<file path="src/rtl/addr_seq_ctrl.sv">
// addr_seq_ctrl: walks LUT indices first_idx..last_idx. For each index it
// fetches a base address from an external LUT and issues BURST_LEN memory
// beats with valid/ready handshaking.
// Ports:
//   clk, rst_n             clock, asynchronous active-low reset
//   start, first_idx,      sequence request and index range (sampled in IDLE)
//   last_idx
//   abort                  synchronous cancel, no done pulse
//   lut_index / lut_addr   external LUT lookup (lut_addr is combinational)
//   mem_addr, mem_valid,   beat address and handshake
//   mem_ready
//   busy, done             status: not idle / one-cycle completion pulse
module addr_seq_ctrl #(
  parameter int unsigned BURST_LEN = 4,
  parameter int unsigned ADDR_W    = 14
) (
  input  logic              clk,
  input  logic              rst_n,
  input  logic              start,
  input  logic [3:0]        first_idx,
  input  logic [3:0]        last_idx,
  input  logic              abort,
  output logic [3:0]        lut_index,
  input  logic [ADDR_W-1:0] lut_addr,
  output logic [ADDR_W-1:0] mem_addr,
  output logic              mem_valid,
  input  logic              mem_ready,
  output logic              busy,
  output logic              done
);

  localparam int unsigned IDX_W  = 4;
  localparam int unsigned BEAT_W = 4;
  localparam int unsigned OFF_W  = ADDR_W - 2;
  localparam logic [BEAT_W-1:0] LAST_BEAT = BEAT_W'(BURST_LEN - 1);

  typedef enum logic [1:0] {
    S_IDLE  = 2'd0,
    S_LOAD  = 2'd1,
    S_BURST = 2'd2,
    S_DONE  = 2'd3
  } state_e;

  state_e              state_q, state_d;
  logic [IDX_W-1:0]    cur_idx_q, cur_idx_d;
  logic [IDX_W-1:0]    end_idx_q, end_idx_d;
  logic [ADDR_W-1:0]   base_q, base_d;
  logic [BEAT_W-1:0]   beat_q, beat_d;
  logic [ADDR_W-1:0]   mem_addr_q, mem_addr_d;
  logic                mem_valid_q, mem_valid_d;
  logic                busy_q, busy_d;
  logic                done_q, done_d;

  logic                accept_c;
  logic                abort_c;
  logic                last_beat_c;
  logic [OFF_W-1:0]    off_sum_c;

  assign accept_c    = mem_valid_q & mem_ready;
  assign abort_c     = abort & (state_q != S_IDLE);
  assign last_beat_c = accept_c & (beat_q == LAST_BEAT);

  // State register
  always_ff @(posedge clk or negedge rst_n) begin
    if (!rst_n) begin
      state_q <= S_IDLE;
    end else begin
      state_q <= state_d;
    end
  end

  // Next-state logic; abort overrides every other transition
  always_comb begin
    state_d = state_q;
    unique case (state_q)
      S_IDLE:  if (start) state_d = S_LOAD;
      // An empty range (first > last) is detected on the latched indices
      S_LOAD:  state_d = (cur_idx_q > end_idx_q) ? S_DONE : S_BURST;
      S_BURST: begin
        if (last_beat_c) begin
          state_d = (cur_idx_q == end_idx_q) ? S_DONE : S_LOAD;
        end
      end
      S_DONE:  state_d = S_IDLE;
      default: state_d = S_IDLE;
    endcase
    if (abort_c) state_d = S_IDLE;
  end

  // Datapath next values: index range, LUT base and beat counter
  always_comb begin
    cur_idx_d = cur_idx_q;
    end_idx_d = end_idx_q;
    base_d    = base_q;
    beat_d    = beat_q;
    if (!abort_c) begin
      unique case (state_q)
        S_IDLE: begin
          if (start) begin
            cur_idx_d = first_idx;
            end_idx_d = last_idx;
          end
        end
        S_LOAD: begin
          base_d = lut_addr;
          beat_d = '0;
        end
        S_BURST: begin
          if (last_beat_c) begin
            beat_d = '0;
            // Index saturates at end_idx, so 15 never wraps to 0
            if (cur_idx_q != end_idx_q) cur_idx_d = cur_idx_q + IDX_W'(1);
          end else if (accept_c) begin
            beat_d = beat_q + BEAT_W'(1);
          end
        end
        default: ;
      endcase
    end
  end

  // Output next values, derived from the next state so outputs are flops
  always_comb begin
    mem_valid_d = (state_d == S_BURST);
    busy_d      = (state_d != S_IDLE);
    done_d      = (state_d == S_DONE);
    // Offset wraps inside the bank; bank field is carried from the base
    off_sum_c   = base_d[OFF_W-1:0] + OFF_W'(beat_d);
    mem_addr_d  = '0;
    if (mem_valid_d) mem_addr_d = {base_d[ADDR_W-1:ADDR_W-2], off_sum_c};
  end

  // Datapath and output registers
  always_ff @(posedge clk or negedge rst_n) begin
    if (!rst_n) begin
      cur_idx_q   <= '0;
      end_idx_q   <= '0;
      base_q      <= '0;
      beat_q      <= '0;
      mem_addr_q  <= '0;
      mem_valid_q <= 1'b0;
      busy_q      <= 1'b0;
      done_q      <= 1'b0;
    end else begin
      cur_idx_q   <= cur_idx_d;
      end_idx_q   <= end_idx_d;
      base_q      <= base_d;
      beat_q      <= beat_d;
      mem_addr_q  <= mem_addr_d;
      mem_valid_q <= mem_valid_d;
      busy_q      <= busy_d;
      done_q      <= done_d;
    end
  end

  assign lut_index = cur_idx_q;
  assign mem_addr  = mem_addr_q;
  assign mem_valid = mem_valid_q;
  assign busy      = busy_q;
  assign done      = done_q;

endmodule

</file>
<file path="config.mk">
export PLATFORM = sky130hd
export DESIGN_NAME = addr_seq_ctrl
export DESIGN_NICKNAME = d
export VERILOG_FILES = /design/src/rtl/addr_seq_ctrl.sv
export SDC_FILE = /design/constraint.sdc
export NUM_CORES = 1
export LEC_CHECK = 0
export BUFFER_PORTS_ARGS = -buffer_cell sky130_fd_sc_hd__buf_4
export CAP_MARGIN = 20
export CORE_MARGIN = 2
export CORE_UTILIZATION = 25
export CTS_CLUSTER_DIAMETER = 100
export DETAILED_ROUTE_END_ITERATION = 10
export GPL_TIMING_DRIVEN = 0
export PLACE_DENSITY_LB_ADDON = 0.3
export SLEW_MARGIN = 20
export SYNTH_ARGS = -nofsm -noshare
export SYNTH_HDL_FRONTEND = slang
export SYNTH_SLANG_ARGS = --single-unit
</file>
<file path="constraint.sdc">
create_clock -name clk -period 3.25 [get_ports clk]
set_input_delay 0.65 -clock clk [delete_from_list [all_inputs] [get_ports clk]]
set_output_delay 0.65 -clock clk [all_outputs]
set_load 0.005 [all_outputs]
</file>
==> impl_summary.md, run 1 <==
Timing
The clock period minus worst slack is 3040 ps. The tightest hold path in the finished design has a slack of about 350 ps. The peak clock frequency supported by timing is 329 MHz. The final period utilization is 0.937. Setup violations remaining at the end of the flow were counted as 0. The final number of hold-violating endpoints is 0.

Setup repair after global routing left no endpoint under its margin. The final setup slack of the worst path is about 210 ps. Measured against its own limit, the worst slew margin works out to 0.377. For the pin with the worst max-slew slack, the measured transition is 932 ps.

Setup total negative slack on the finished layout was measured at 0 ps. The final number of max-transition violations came to 0. The setup clock skew after layout is 10.6 ps.

Logic synthesis
Yosys mapped a number of flops with a built-in enable equal to 0. For this run, asynchronously set or reset flops after synthesis account for 1.00. The xor-xnor portion of the synthesized cell area is 0.00367. By count the netlist is led by 45 x sky130_fd_sc_hd__dfrtp_1, 18 x sky130_fd_sc_hd__inv_1, 14 x sky130_fd_sc_hd__mux2_2, 13 x sky130_fd_sc_hd__a21oi_1, 13 x sky130_fd_sc_hd__ha_1. The mux cell area share after synthesis is 0.0997.

The share of the synthesized area in the top cell type is 0.472. After synthesis the cells add up to around 2400 um^2. In the synthesized netlist the dominant register cell turns out to be sky130_fd_sc_hd__dfrtp_1. Of the total synthesized cell area, the portion taken by full adders, half adders and majority gates is 0.0766.

Yosys printed 0 warnings. The compound-cell area share of the yosys netlist came to 0.137. For this run, the register share of the synthesized area comes to 0.472. The number of nets in the synthesized netlist is 264.

Counting every instance in the synthesized netlist gives 223. Of the total synthesized cell area, the portion taken by AND, OR, NAND and NOR gates is 0.171. The most frequent cell after synthesis is sky130_fd_sc_hd__dfrtp_1. Yosys attributes the largest share of cell area to sky130_fd_sc_hd__dfrtp_1 47%, sky130_fd_sc_hd__ha_1 6.8%, sky130_fd_sc_hd__mux2_2 6.6%.

The number of flip-flops and latches in the synthesized netlist is 45. The distinct cell type count of the synthesized netlist is 45. The per-instance average area after synthesis is around 11 um^2.

The largest total area in the synthesized netlist belongs to sky130_fd_sc_hd__dfrtp_1. The combinational family with the most area after synthesis is simple AND/OR/NAND/NOR gates.

Route
The average wire per cell in the routed design is 13.5 um. The number of DRC violations after detailed-routing iteration 0 is 77. The first-pass detailed-route iteration total is 4. After detailed routing, the number of vias per cell comes to 4.60. The wire length reported by the detailed router is around 5500 um. Detailed routing inserted a total of around 1.9k vias.

The number of antenna-violating nets in the routed design is 0. After detailed routing, the number of remaining DRC violations is 0.

Placement
Timing analysis after detailed placement gives a worst setup slack of -375 ps. The number of cells after detailed placement is 399. Input and output buffers added on the ports amount to 47. Routability-driven placement finished with a final weighted congestion of 0.797.

Detailed placement ended at an HPWL of 4040 um.

Floorplanning
The area of the core region is ~9200 um^2. The number of core rows is 35. The width of the die is 102 um. In this run the vertical extent of the chip is 102 um.

The initial cell density of the core is 0.258. The floorplan step defined a die boundary enclosing 10300 um^2. The boundary pin count is 48.

Setup path
STA puts the critical path data arrival time at 3280 ps. Tracing the worst setup path back leads to its startpoint at state_q[1]. The startpoint identified for the worst register-to-register timing path is state_q[1]. The most critical setup path has its endpoint at mem_addr[7]. The worst register-to-register path ends at mem_addr[7]. The category of the most critical setup path is register to register. The number of cells on the worst reg-to-reg path is 14. The data required time at the worst endpoint is 3490 ps. STA classifies the critical path endpoint as a register. Of all nets on the critical path, the largest fanout is 10. The setup check on the worst reg-to-reg path leaves a slack of 210 ps. STA classifies the critical path startpoint as a register.

Power and ir drop
Of the total power, registers draw 0.359. The largest vdd supply drop is around 230 uV. Of the total power, the share spent switching nets is 0.390. The leakage dissipation is roughly 1.5 nW.

For this design the total switching power over the nets is 0.948 mW. The cell internal power dissipation is about 1.5 mW. The post-layout total power is between 2 and 2.5 mW. The clock group share of total power is 0.147. The power density over the cells is approximately 790 nW/um^2. Of the total power, combinational logic draws 0.494.

Global routing
Across every metal layer, demand over resource in global routing totals 0.116. The number of antenna violations at the first check in global routing is 0. The largest net degree at the start of global routing is 46.

The total grt overflow is 0. The global-route wire length before repair is 9290 um. The number of global-route vias before repair is 1908.

Finish
The final layout contains roughly 320 nets. The fraction of layout instances using a drive strength above 1 is 0.331. The area growth from synthesis to final layout is 28.9%. Leaving out filler cells and counting taps, the final layout contains 407. The final antenna diode count is 0.

Clocking
The number of H-tree branching levels is 2. The cts-stage hold buffer count is 0. The clock tree from TritonCTS is yes. The maximum buffer depth of the clock tree is 2. The CTS root buffer is sky130_fd_sc_hd__clkbuf_8. After clock tree synthesis, the setup repair step added 0 buffers.

The clock reaches the later pin of the worst-skew pair after 310 ps. Counting the buffers created by CTS gives 5. Clock tree synthesis found a total of 45 sinks. Clock-pin slew was measured on the worst setup and hold paths at approximately 100 ps.

Run status
The run finished with clean final reports.

Job
The number of violations of the max-capacitance limit is 0.

Min path
The path class of the lowest-slack min-delay path is primary input to async pin.
==> worst max-delay path, stage by stage (launching register included) <==
cell and delay [ps]:
sky130_fd_sc_hd__dfrtp_1 410, sky130_fd_sc_hd__inv_1 100, sky130_fd_sc_hd__ha_4 190, sky130_fd_sc_hd__nand2b_1 130, sky130_fd_sc_hd__buf_4 170, sky130_fd_sc_hd__nand2_4 120
sky130_fd_sc_hd__buf_6 170, sky130_fd_sc_hd__mux2_2 370, sky130_fd_sc_hd__ha_1 280, sky130_fd_sc_hd__a21o_1 190, sky130_fd_sc_hd__a21oi_2 170, sky130_fd_sc_hd__nor2b_4 220
sky130_fd_sc_hd__nor3_1 80, sky130_fd_sc_hd__and3_1 210, sky130_fd_sc_hd__nor3_2 150
==> timing repair <==
item | in CTS | in global routing
setup endpoints to repair | 7 | 7
pin swaps | 0 | 1
cloned | 0 | 0
gates resized for setup | 7 | 12
==> cells in the final DEF, fill, tap and decap left out, types with 2 or more instances in the layout <==
| master | Yosys | routed |
|---|---|---|
| sky130_fd_sc_hd__buf_4 | 1 | 48 |
| sky130_fd_sc_hd__dfrtp_1 | 45 | 45 |
| sky130_fd_sc_hd__inv_1 | 18 | 17 |
| sky130_fd_sc_hd__mux2_2 | 14 | 14 |
| sky130_fd_sc_hd__a21oi_1 | 13 | 12 |
| sky130_fd_sc_hd__ha_1 | 13 | 12 |
| sky130_fd_sc_hd__nand2_1 | 12 | 11 |
| sky130_fd_sc_hd__nand3_1 | 8 | 8 |
| sky130_fd_sc_hd__mux2i_1 | 8 | 8 |
| sky130_fd_sc_hd__nor2_1 | 8 | 8 |
| sky130_fd_sc_hd__and3_1 | 8 | 8 |
| sky130_fd_sc_hd__nor3_2 | 5 | 7 |
| sky130_fd_sc_hd__nor3_1 | 9 | 7 |
| sky130_fd_sc_hd__clkbuf_8 | 0 | 5 |
| sky130_fd_sc_hd__o21ai_0 | 4 | 4 |
| sky130_fd_sc_hd__nor2b_1 | 6 | 4 |
| sky130_fd_sc_hd__nand2b_1 | 3 | 3 |
| sky130_fd_sc_hd__a21o_1 | 3 | 3 |
| sky130_fd_sc_hd__o32ai_1 | 3 | 3 |
| sky130_fd_sc_hd__nor4_1 | 5 | 3 |
| sky130_fd_sc_hd__o31a_1 | 3 | 3 |
| sky130_fd_sc_hd__clkbuf_1 | 1 | 2 |
| sky130_fd_sc_hd__nand2_4 | 1 | 2 |
| sky130_fd_sc_hd__a31oi_1 | 2 | 2 |
| sky130_fd_sc_hd__o41ai_1 | 2 | 2 |
| sky130_fd_sc_hd__o21a_1 | 2 | 2 |
| sky130_fd_sc_hd__o221ai_1 | 2 | 2 |
| sky130_fd_sc_hd__and2_1 | 2 | 2 |
| sky130_fd_sc_hd__nor4_2 | 0 | 2 |
| sky130_fd_sc_hd__clkinvlp_4 | 0 | 2 |
==> cells by family (layout without fill, tap and decap cells) <==
kind of cell,after synthesis,after routing
simple gates,72,72
compound gates,46,46
flops,45,45
buf+inv,23,78
mux,22,22
fa+ha+maj,14,14
xor+xnor,1,1
==> area by class of cell <==
| class | count | area (um^2) |
|---|---|---|
| Clock buffer | 6 | 72.6 |
| Sequential cell | 45 | 1130 |
| Multi-Input combinational cell | 155 | 1240 |
| Tap cell | 129 | 161 |
| Fill cell | 967 | 6170 |
| Timing Repair Buffer | 47 | 353 |
| Inverter | 18 | 67.6 |
| Clock inverter | 2 | 15.0 |
| Buffer | 5 | 35.0 |
==> per-layer routing <==
metal,track usage,up-vias,part of all wire
met3,0.0297,7,0.052
met5,0,-,0
li1,-,926,-
met4,0.0353,0,0.013
met2,0.184,42,0.45
met1,0.156,899,0.49
==> power by group through the flow <==
stage	clock, mW	sequential (mW)	combinational (mW)
floorplan	0	0.866	0.781
global placement	0	0.883	1.12
detailed placement	0	0.887	1.13
CTS	0.373	0.876	1.17
global route	0.388	0.901	1.34
finish	0.357	0.873	1.20
==> sequential cells by signal (all words and copies together) (netlist names) <==
name,count
base_q,14
mem_addr,14
beat_q,4
end_idx_q,4
lut_index,4
state_q,2
busy,1
done,1
mem_valid,1
==> metrics by stage <==
step | area [um^2] | utilization
2_1_floorplan | 2380 | -
5_1_grt | 3070 | 0.332
3_3_place_gp | 2900 | 0.314
6_report | 3070 | 0.332
4_1_cts | 3020 | 0.327
3_5_place_dp | 2900 | 0.314
==> worst min path at each step <==
stage               slack [ps]            to
floorplan                  350     base_q[0]
global placement           470    base_q[12]
detailed placement         480    base_q[13]
CTS                        370     base_q[4]
global route               400     base_q[4]
finish                     350  lut_index[1]
No activity file was read; power rests on OpenSTA's default activity.
==> inputs of run 2 (changes only) <==
Settings changed: ABC_AREA set to 1.
==> impl_summary.md, run 2 <==
Global routing
The number of antenna violations at the first check in global routing came to 0 (unchanged). The total grt overflow was 0 (unchanged). The number of global-route vias before repair is 1887 (-1.1%).

The global-route wire length before repair is 8890 um (-4.2%). The overall global routing resource usage is 0.112 (-0.00410). The largest net degree at the start of global routing is 46 (unchanged).

Setup path
The worst register-to-register path ends at mem_addr[7]. The data required time at the worst endpoint is 3440 ps (-50 ps). The worst register-to-register path begins at state_q[1]. The critical path starts at state_q[1]. The category of the most critical setup path is register to register. The data arrival time of the critical path is 3120 ps (-160 ps). The worst setup path is captured at a register.

The number of cells on the worst reg-to-reg path was 18 (+4). The last element of the critical path is mem_addr[7]. The kind of start point of the critical path is a register. The critical-path maximum fanout is 7 (-3). The reg2reg setup slack is 320 ps (+120 ps).

Logic synthesis
The number of flip-flops and latches in the synthesized netlist is 45 (unchanged). The cell area after synthesis is 2410 um^2 (+1.2%). The number of warnings reported in the yosys synthesis log is 0 (unchanged). The cell count after synthesis is 274 (+23%). Sorting the synthesized cells by area gives the leading types as sky130_fd_sc_hd__dfrtp_1 47%, sky130_fd_sc_hd__nand2_1 7.5%, sky130_fd_sc_hd__inv_1 6.9%. In the synthesized netlist, the cells that appear most often are 48 x sky130_fd_sc_hd__nand2_1, 45 x sky130_fd_sc_hd__dfrtp_1, 44 x sky130_fd_sc_hd__inv_1, 31 x sky130_fd_sc_hd__nor2_1.

The post-synthesis cell type with the largest combined area is sky130_fd_sc_hd__dfrtp_1. In the post-synthesis netlist, the cell with the most instances is sky130_fd_sc_hd__nand2_1. The share of the synthesized area in the top cell type is 0.467 (-0.00539).

The count of flip-flops with a built-in enable after synthesis was 0 (unchanged). The dominant synthesized flop cell is sky130_fd_sc_hd__dfrtp_1. The share of flip-flops with an asynchronous set or reset after synthesis is 1.00 (unchanged). The post-synthesis net count is 315 (+19%). The per-instance average area after synthesis is 8.80 um^2 (-18%). The sequential element share of the synthesized area is 0.467 (-0.00539).

The distinct cell type count of the synthesized netlist is 34 (-24%).

Clocking
The total CTS buffers is 5 (unchanged). The cts-stage hold buffer count is 0 (unchanged). The worst-skew pair later-pin latency was 310 ps (about the same). The maximum buffer depth of the clock tree is 2 (unchanged).

The CTS clock-pin slew for the worst setup and hold paths is 90 ps (about the same). The tree is rooted in a sky130_fd_sc_hd__clkbuf_8. The clock net sink count came to 45 (unchanged). The number of H-tree branching levels is 2 (unchanged). TritonCTS built the clock tree.

Timing
The actual transition at the worst max-transition pin came to 589 ps (-343 ps). The normalized max-slew margin is 0.607 (+0.231). The final number of hold-violating endpoints is 0 (unchanged). The clock period minus worst slack came to 2930 ps (-118 ps). The final number of max-transition violations came to 0 (unchanged). The setup clock skew after layout is 8.72 ps (-1.85 ps). The final period utilization is 0.900 (-0.0364). The final setup violation count was 0 (unchanged). The final setup slack of the worst path is 325 ps (+118 ps). The final hold slack came to 333 ps (-16.7 ps).

The final total negative setup slack came to 0 ps (unchanged). The peak clock frequency supported by timing was 342 MHz (+4.0%).

Finish
The final antenna diode count came to 0 (unchanged). The number of nets in the final layout came to 371 (+17%). The top cell types in the final layout, fill and taps aside, are 49 x sky130_fd_sc_hd__buf_4, 48 x sky130_fd_sc_hd__nand2_1, 45 x sky130_fd_sc_hd__dfrtp_1. Leaving out fill and tap cells, the most frequent cell in the layout is sky130_fd_sc_hd__buf_4. The area growth from synthesis to final layout is 28.3%. The fraction of layout instances using a drive strength above 1 is 0.320 (-0.0107).

Route
The first-pass detailed-route iteration total is 4 (unchanged). The total number of vias is 1896 (+1.2%). The average wire per cell in the routed design is 11.7 um (-13%). The via-per-instance ratio is 4.12 (-10%). The number of antenna-violating nets in the routed design is 0 (unchanged). The wire length reported by the detailed router is 5400 um (-1.5%). The number of DRC violations after detailed-routing iteration 0 was 52 (-32%).

The number of design rule violations left after detail routing is 0 (unchanged).

Placement
The count of buffers from port buffering came to 47 (unchanged). The pre-CTS setup slack came to 101 ps (+477 ps). The placer's final routability congestion estimate is 0.784 (-1.5%). The placed wire-length estimate after detailed placement is 4050 um (+0.15%).

Floorplanning
The vertical die dimension was 102 um (+0.56%). The boundary pin count was 48 (unchanged). The initial cell density of the core is 0.260 (+0.00175). The width of the die is 102 um (+0.56%). The die area is 10400 um^2 (+1.1%).

The area of the core region is 9280 um^2 (+0.47%). The number of core rows is 35 (unchanged).

Power and ir drop
The power density over the cells is 899 nW/um^2 (+14%). The largest vdd supply drop is 267 uV (+14%). The leakage dissipation was 1.60 nW (+10%).

Min path
The path class of the lowest-slack min-delay path is primary input to async pin.

Job
The number of violations of the max-capacitance limit is 0 (unchanged).

Run status
The run finished with clean final reports.
==> run 2: final cells by class <==
type,instances,area (um^2)
buffer,2,22.5
clock buffer,6,82.6
clock inverter,2,37.5
fill,1009,6190
inverter,49,184
multi-input combinational,178,1110
sequential,45,1130
tap,129,161
timing repair buffer,49,368
==> run 2: how the worst min path moves through the flow <==
stage                    to  slack, ps  cells after the start      start
2_1_floorplan     base_q[0]        350                      0      rst_n
3_3_place_gp      base_q[0]        480                      1  base_q[0]
3_5_place_dp      base_q[2]        490                      1  base_q[2]
4_1_cts        lut_index[0]        360                      1      rst_n
5_1_grt        lut_index[3]        370                      1      rst_n
6_report       lut_index[3]        330                      1      rst_n
==> run 2: cell families (layout without fill, tap and decap cells) <==
| family | Yosys count | after routing | share of synthesized area |
|---|---|---|---|
| and+or+nand+nor | 121 | 121 | 0.248 |
| xor gates and xnor gates | 4 | 4 | 0.0145 |
| adders and majority gates | 14 | 14 | 0.0758 |
| muxes | 4 | 4 | 0.0182 |
| buffers and inverters | 51 | 108 | 0.0856 |
| DFF | 45 | 45 | 0.467 |
| AOI/OAI and AO/OA | 35 | 35 | 0.0913 |
==> run 2: worst max-delay path, cell delays in order (launching register included) <==
cell and delay [ps]:
sky130_fd_sc_hd__dfrtp_1 400, sky130_fd_sc_hd__inv_2 80, sky130_fd_sc_hd__ha_2 210, sky130_fd_sc_hd__inv_2 80, sky130_fd_sc_hd__a21boi_4 230, sky130_fd_sc_hd__inv_1 110
sky130_fd_sc_hd__nor2_4 110, sky130_fd_sc_hd__inv_1 50, sky130_fd_sc_hd__o211ai_1 300, sky130_fd_sc_hd__inv_1 110, sky130_fd_sc_hd__ha_1 320, sky130_fd_sc_hd__a21oi_2 150
sky130_fd_sc_hd__nor2_1 60, sky130_fd_sc_hd__nor2_2 110, sky130_fd_sc_hd__nor2_1 60, sky130_fd_sc_hd__nand3_2 110, sky130_fd_sc_hd__nand2_4 90, sky130_fd_sc_hd__a21oi_1 160
sky130_fd_sc_hd__nor2_2 60
==> run 2: timing repair <==
item,4_1_cts,5_1_grt
setup buffers,0,2
resized for setup,0,11
endpoints found under the setup margin,0,9
==> run 2: where the power goes <==
part           total, mW  internal, mW  switching (mW)
Clock              0.454         0.250           0.204
Combinational       1.46         0.579           0.878
Sequential         0.869         0.776          0.0931
Total               2.78          1.61            1.17
==> run 2: routing by layer <==
metal / global-route usage / routed length [um] / vias up
met5: 0 / 0 / -
met1: 0.152 / 2620 / 866
met4: 0.0431 / 110 / 0
li1: - / - / 982
met3: 0.0321 / 248 / 9
met2: 0.170 / 2420 / 39
==> run 2: stage by stage <==
stage,power (mW),cells,util,instance area (um^2)
global placement,2.26,450,0.315,2930
floorplan,1.87,274,-,2410
CTS,2.76,458,0.328,3050
finish,2.78,460,0.333,3090
global route,3.07,460,0.333,3090
detailed placement,2.29,450,0.315,2930
==> inputs of run 3 (changes only) <==
Settings changed: CORE_UTILIZATION 25 to 45.
==> impl_summary.md, run 3 (synthesis gave the netlist of run 2 again) <==
Setup path
The cell family with the largest share of critical-path delay is simple AND/OR/NAND/NOR gates. The capture point of the worst reg-to-reg path is mem_addr[11]. The kind of start point of the critical path is a register. The number of buffers and inverters on the critical path is 6 (+1).

The worst flop-to-flop path startpoint is state_q[1]. The reg2reg setup slack is 290 ps (-30 ps). The number of cells on the worst reg-to-reg path was 19 (+1). The data arrival time of the critical path is 3180 ps (+60 ps). The highest-delay cell along the critical path is sky130_fd_sc_hd__dfrtp_1.

The data required time at the worst endpoint is 3480 ps (+40 ps). The worst setup path is captured at a register. The critical path in this run is classified as register to register. The worst stage delay on the critical path is 370 ps (-30 ps). The critical path's most frequent cell is sky130_fd_sc_hd__nor2_1. The signal on the critical path passes through inv_1, ha_1, inv_2, nand2_4, nand2_4, buf_6, buf_6, mux2_2, ha_1, inv_1, nor2_1, nor2_1, nor2_1, nand3_2, nand2_4, nand3_2, nand2_1, inv_1, nor2_1. The critical-path maximum fanout is 10 (+3).

Clocking
The clock net sink count is 45 (unchanged). The maximum buffer depth of the clock tree is 2 (unchanged). The clock tree from TritonCTS is yes. The total CTS buffers is 5 (unchanged). The worst-skew pair later-pin latency was 290 ps (-20 ps).

The number of H-tree branching levels was 2 (unchanged). The CTS root buffer is sky130_fd_sc_hd__clkbuf_8. The cts-stage hold buffer count was 0 (unchanged). The CTS clock-pin slew for the worst setup and hold paths was 80 ps (about the same).

Placement
The placed cell area is 2850 um^2 (-2.5%). The placed wire-length estimate after detailed placement is 3580 um (-12%). The count of buffers from port buffering is 47 (unchanged).

The pre-CTS setup slack was 164 ps (+62.9 ps). The placer's final routability congestion estimate was 0.846 (+7.9%).

Timing
The actual transition at the worst max-transition pin was 561 ps (-27.8 ps). The setup clock skew after layout was 2.64 ps (-6.08 ps). The final number of hold-violating endpoints is 0 (unchanged). The final setup violation count is 0 (unchanged). The normalized max-slew margin is 0.626 (+0.0185). The final period utilization is 0.910 (+0.00986). The final hold slack is 341 ps (+7.06 ps). Setup repair after global routing left no endpoint under its margin. The final total negative setup slack is 0 ps (unchanged). The final setup slack of the worst path is 293 ps (-32.0 ps). The peak clock frequency supported by timing is 338 MHz (-1.1%). The clock period minus worst slack was 2960 ps (+32.0 ps). The final number of max-transition violations was 0 (unchanged).

Floorplanning
The die area is 5960 um^2 (-43%). The initial cell density of the core is 0.469 (+0.209). The width of the die was 77.2 um (-24%). The boundary pin count is 48 (unchanged). The vertical die dimension is 77.2 um (-24%). The area of the core region is 5140 um^2 (-45%).

The number of core rows is 26 (-26%).

Power and ir drop
The power density over the cells is 889 nW/um^2 (-1.1%). The leakage dissipation is 1.58 nW (-1.4%). The largest vdd supply drop is 340 uV (+27%).

Global routing
The global-route wire length before repair is 8270 um (-7.1%). The number of global-route vias before repair came to 1930 (+2.3%). The number of antenna violations at the first check in global routing is 0 (unchanged). The total grt overflow is 0 (unchanged).

The largest net degree at the start of global routing is 46 (unchanged). The overall global routing resource usage is 0.174 (+0.0621).

Route
The average wire per cell in the routed design came to 12.1 um (+2.9%). The total number of vias was 1912 (+0.84%). The number of design rule violations left after detail routing is 0 (unchanged).

The via-per-instance ratio is 4.78 (+16%). The number of DRC violations after detailed-routing iteration 0 is 101 (+94%). The first-pass detailed-route iteration total came to 4 (unchanged). The number of antenna-violating nets in the routed design was 0 (unchanged). The wire length reported by the detailed router is 4840 um (-10%).

Finish
The number of fill cells is 501 (-50%). The final antenna diode count came to 0 (unchanged). The area growth from synthesis to final layout is 22.6%.

The register cell area after layout came to 1130 um^2 (unchanged). The multi-input combinational cell area is 1090 um^2 (-1.5%). The number of nets in the final layout is 370 (-0.27%). The post-route cell area is 2960 um^2 (-4.5%).

In the layout the commonest cells are 48 x sky130_fd_sc_hd__nand2_1, 48 x sky130_fd_sc_hd__buf_4, 45 x sky130_fd_sc_hd__dfrtp_1. The utilization of the core after routing is 0.575 (+0.242). The fraction of layout instances using a drive strength above 1 is 0.291 (-0.0293).

Job
The number of violations of the max-capacitance limit came to 0 (unchanged).

Min path
The worst hold path belongs to the class primary input to async pin.

Run status
The run finished with clean final reports.
==> run 3: layout make-up <==
type                            instances  area share
Timing Repair Buffer                   48       0.122
Clock buffer                            8      0.0271
Tap cell                               70      0.0296
Sequential cell                        45       0.381
Multi-Input combinational cell        178       0.370
Buffer                                  2     0.00762
Inverter                               49      0.0622
==> run 3: power breakdown <==
group	leakage (nW)	internal [mW]	switching, mW
registers	0.557	0.776	0.0948
logic	0.981	0.560	0.866
clock network	0.0395	0.153	0.178
total	1.58	1.49	1.14
==> run 3: worst register-to-register path, stage by stage, from the launching register on <==
cell and delay, ps:
sky130_fd_sc_hd__dfrtp_1 370, sky130_fd_sc_hd__inv_1 90, sky130_fd_sc_hd__ha_1 240, sky130_fd_sc_hd__inv_2 150, sky130_fd_sc_hd__nand2_4 100, sky130_fd_sc_hd__nand2_4 100, sky130_fd_sc_hd__buf_6 160, sky130_fd_sc_hd__buf_6 160
sky130_fd_sc_hd__mux2_2 360, sky130_fd_sc_hd__ha_1 280, sky130_fd_sc_hd__inv_1 60, sky130_fd_sc_hd__nor2_1 110, sky130_fd_sc_hd__nor2_1 70, sky130_fd_sc_hd__nor2_1 140, sky130_fd_sc_hd__nand3_2 130, sky130_fd_sc_hd__nand2_4 120
sky130_fd_sc_hd__nand3_2 70, sky130_fd_sc_hd__nand2_1 60, sky130_fd_sc_hd__inv_1 30, sky130_fd_sc_hd__nor2_1 90
==> run 3: worst max-delay path by stage <==
stage,start,end,slack (ps),cells past startpoint
6_report,state_q[1],mem_addr[11],290,19
5_1_grt,state_q[0],mem_addr[11],20,19
4_1_cts,state_q[1],mem_addr[9],130,19
3_5_place_dp,state_q[1],mem_addr[9],160,19
3_3_place_gp,state_q[1],mem_addr[7],220,18
2_1_floorplan,state_q[0],mem_addr[11],570,20
==> run 3: timing repair <==
action / CTS / global route
endpoints found under the hold margin: 0 / 0
endpoints found under the setup margin: 0 / 8
buffers inserted: 0 / 1
resized for setup: 0 / 5
==> run 3: metal layers <==
metal  vias up  GRT usage  share of wire
met4         0     0.0554          0.014
met2        43      0.280           0.45
li1        977          -              -
met1       884      0.224           0.48
met3         8     0.0541          0.060
met5         -          0              0
==> run 3: per-stage QoR <==
step	total power, mW	instances
after floorplan	1.87	274
after global placement	2.23	391
after detailed placement	2.28	391
after CTS	2.62	399
after global routing	2.88	400
final	2.63	400
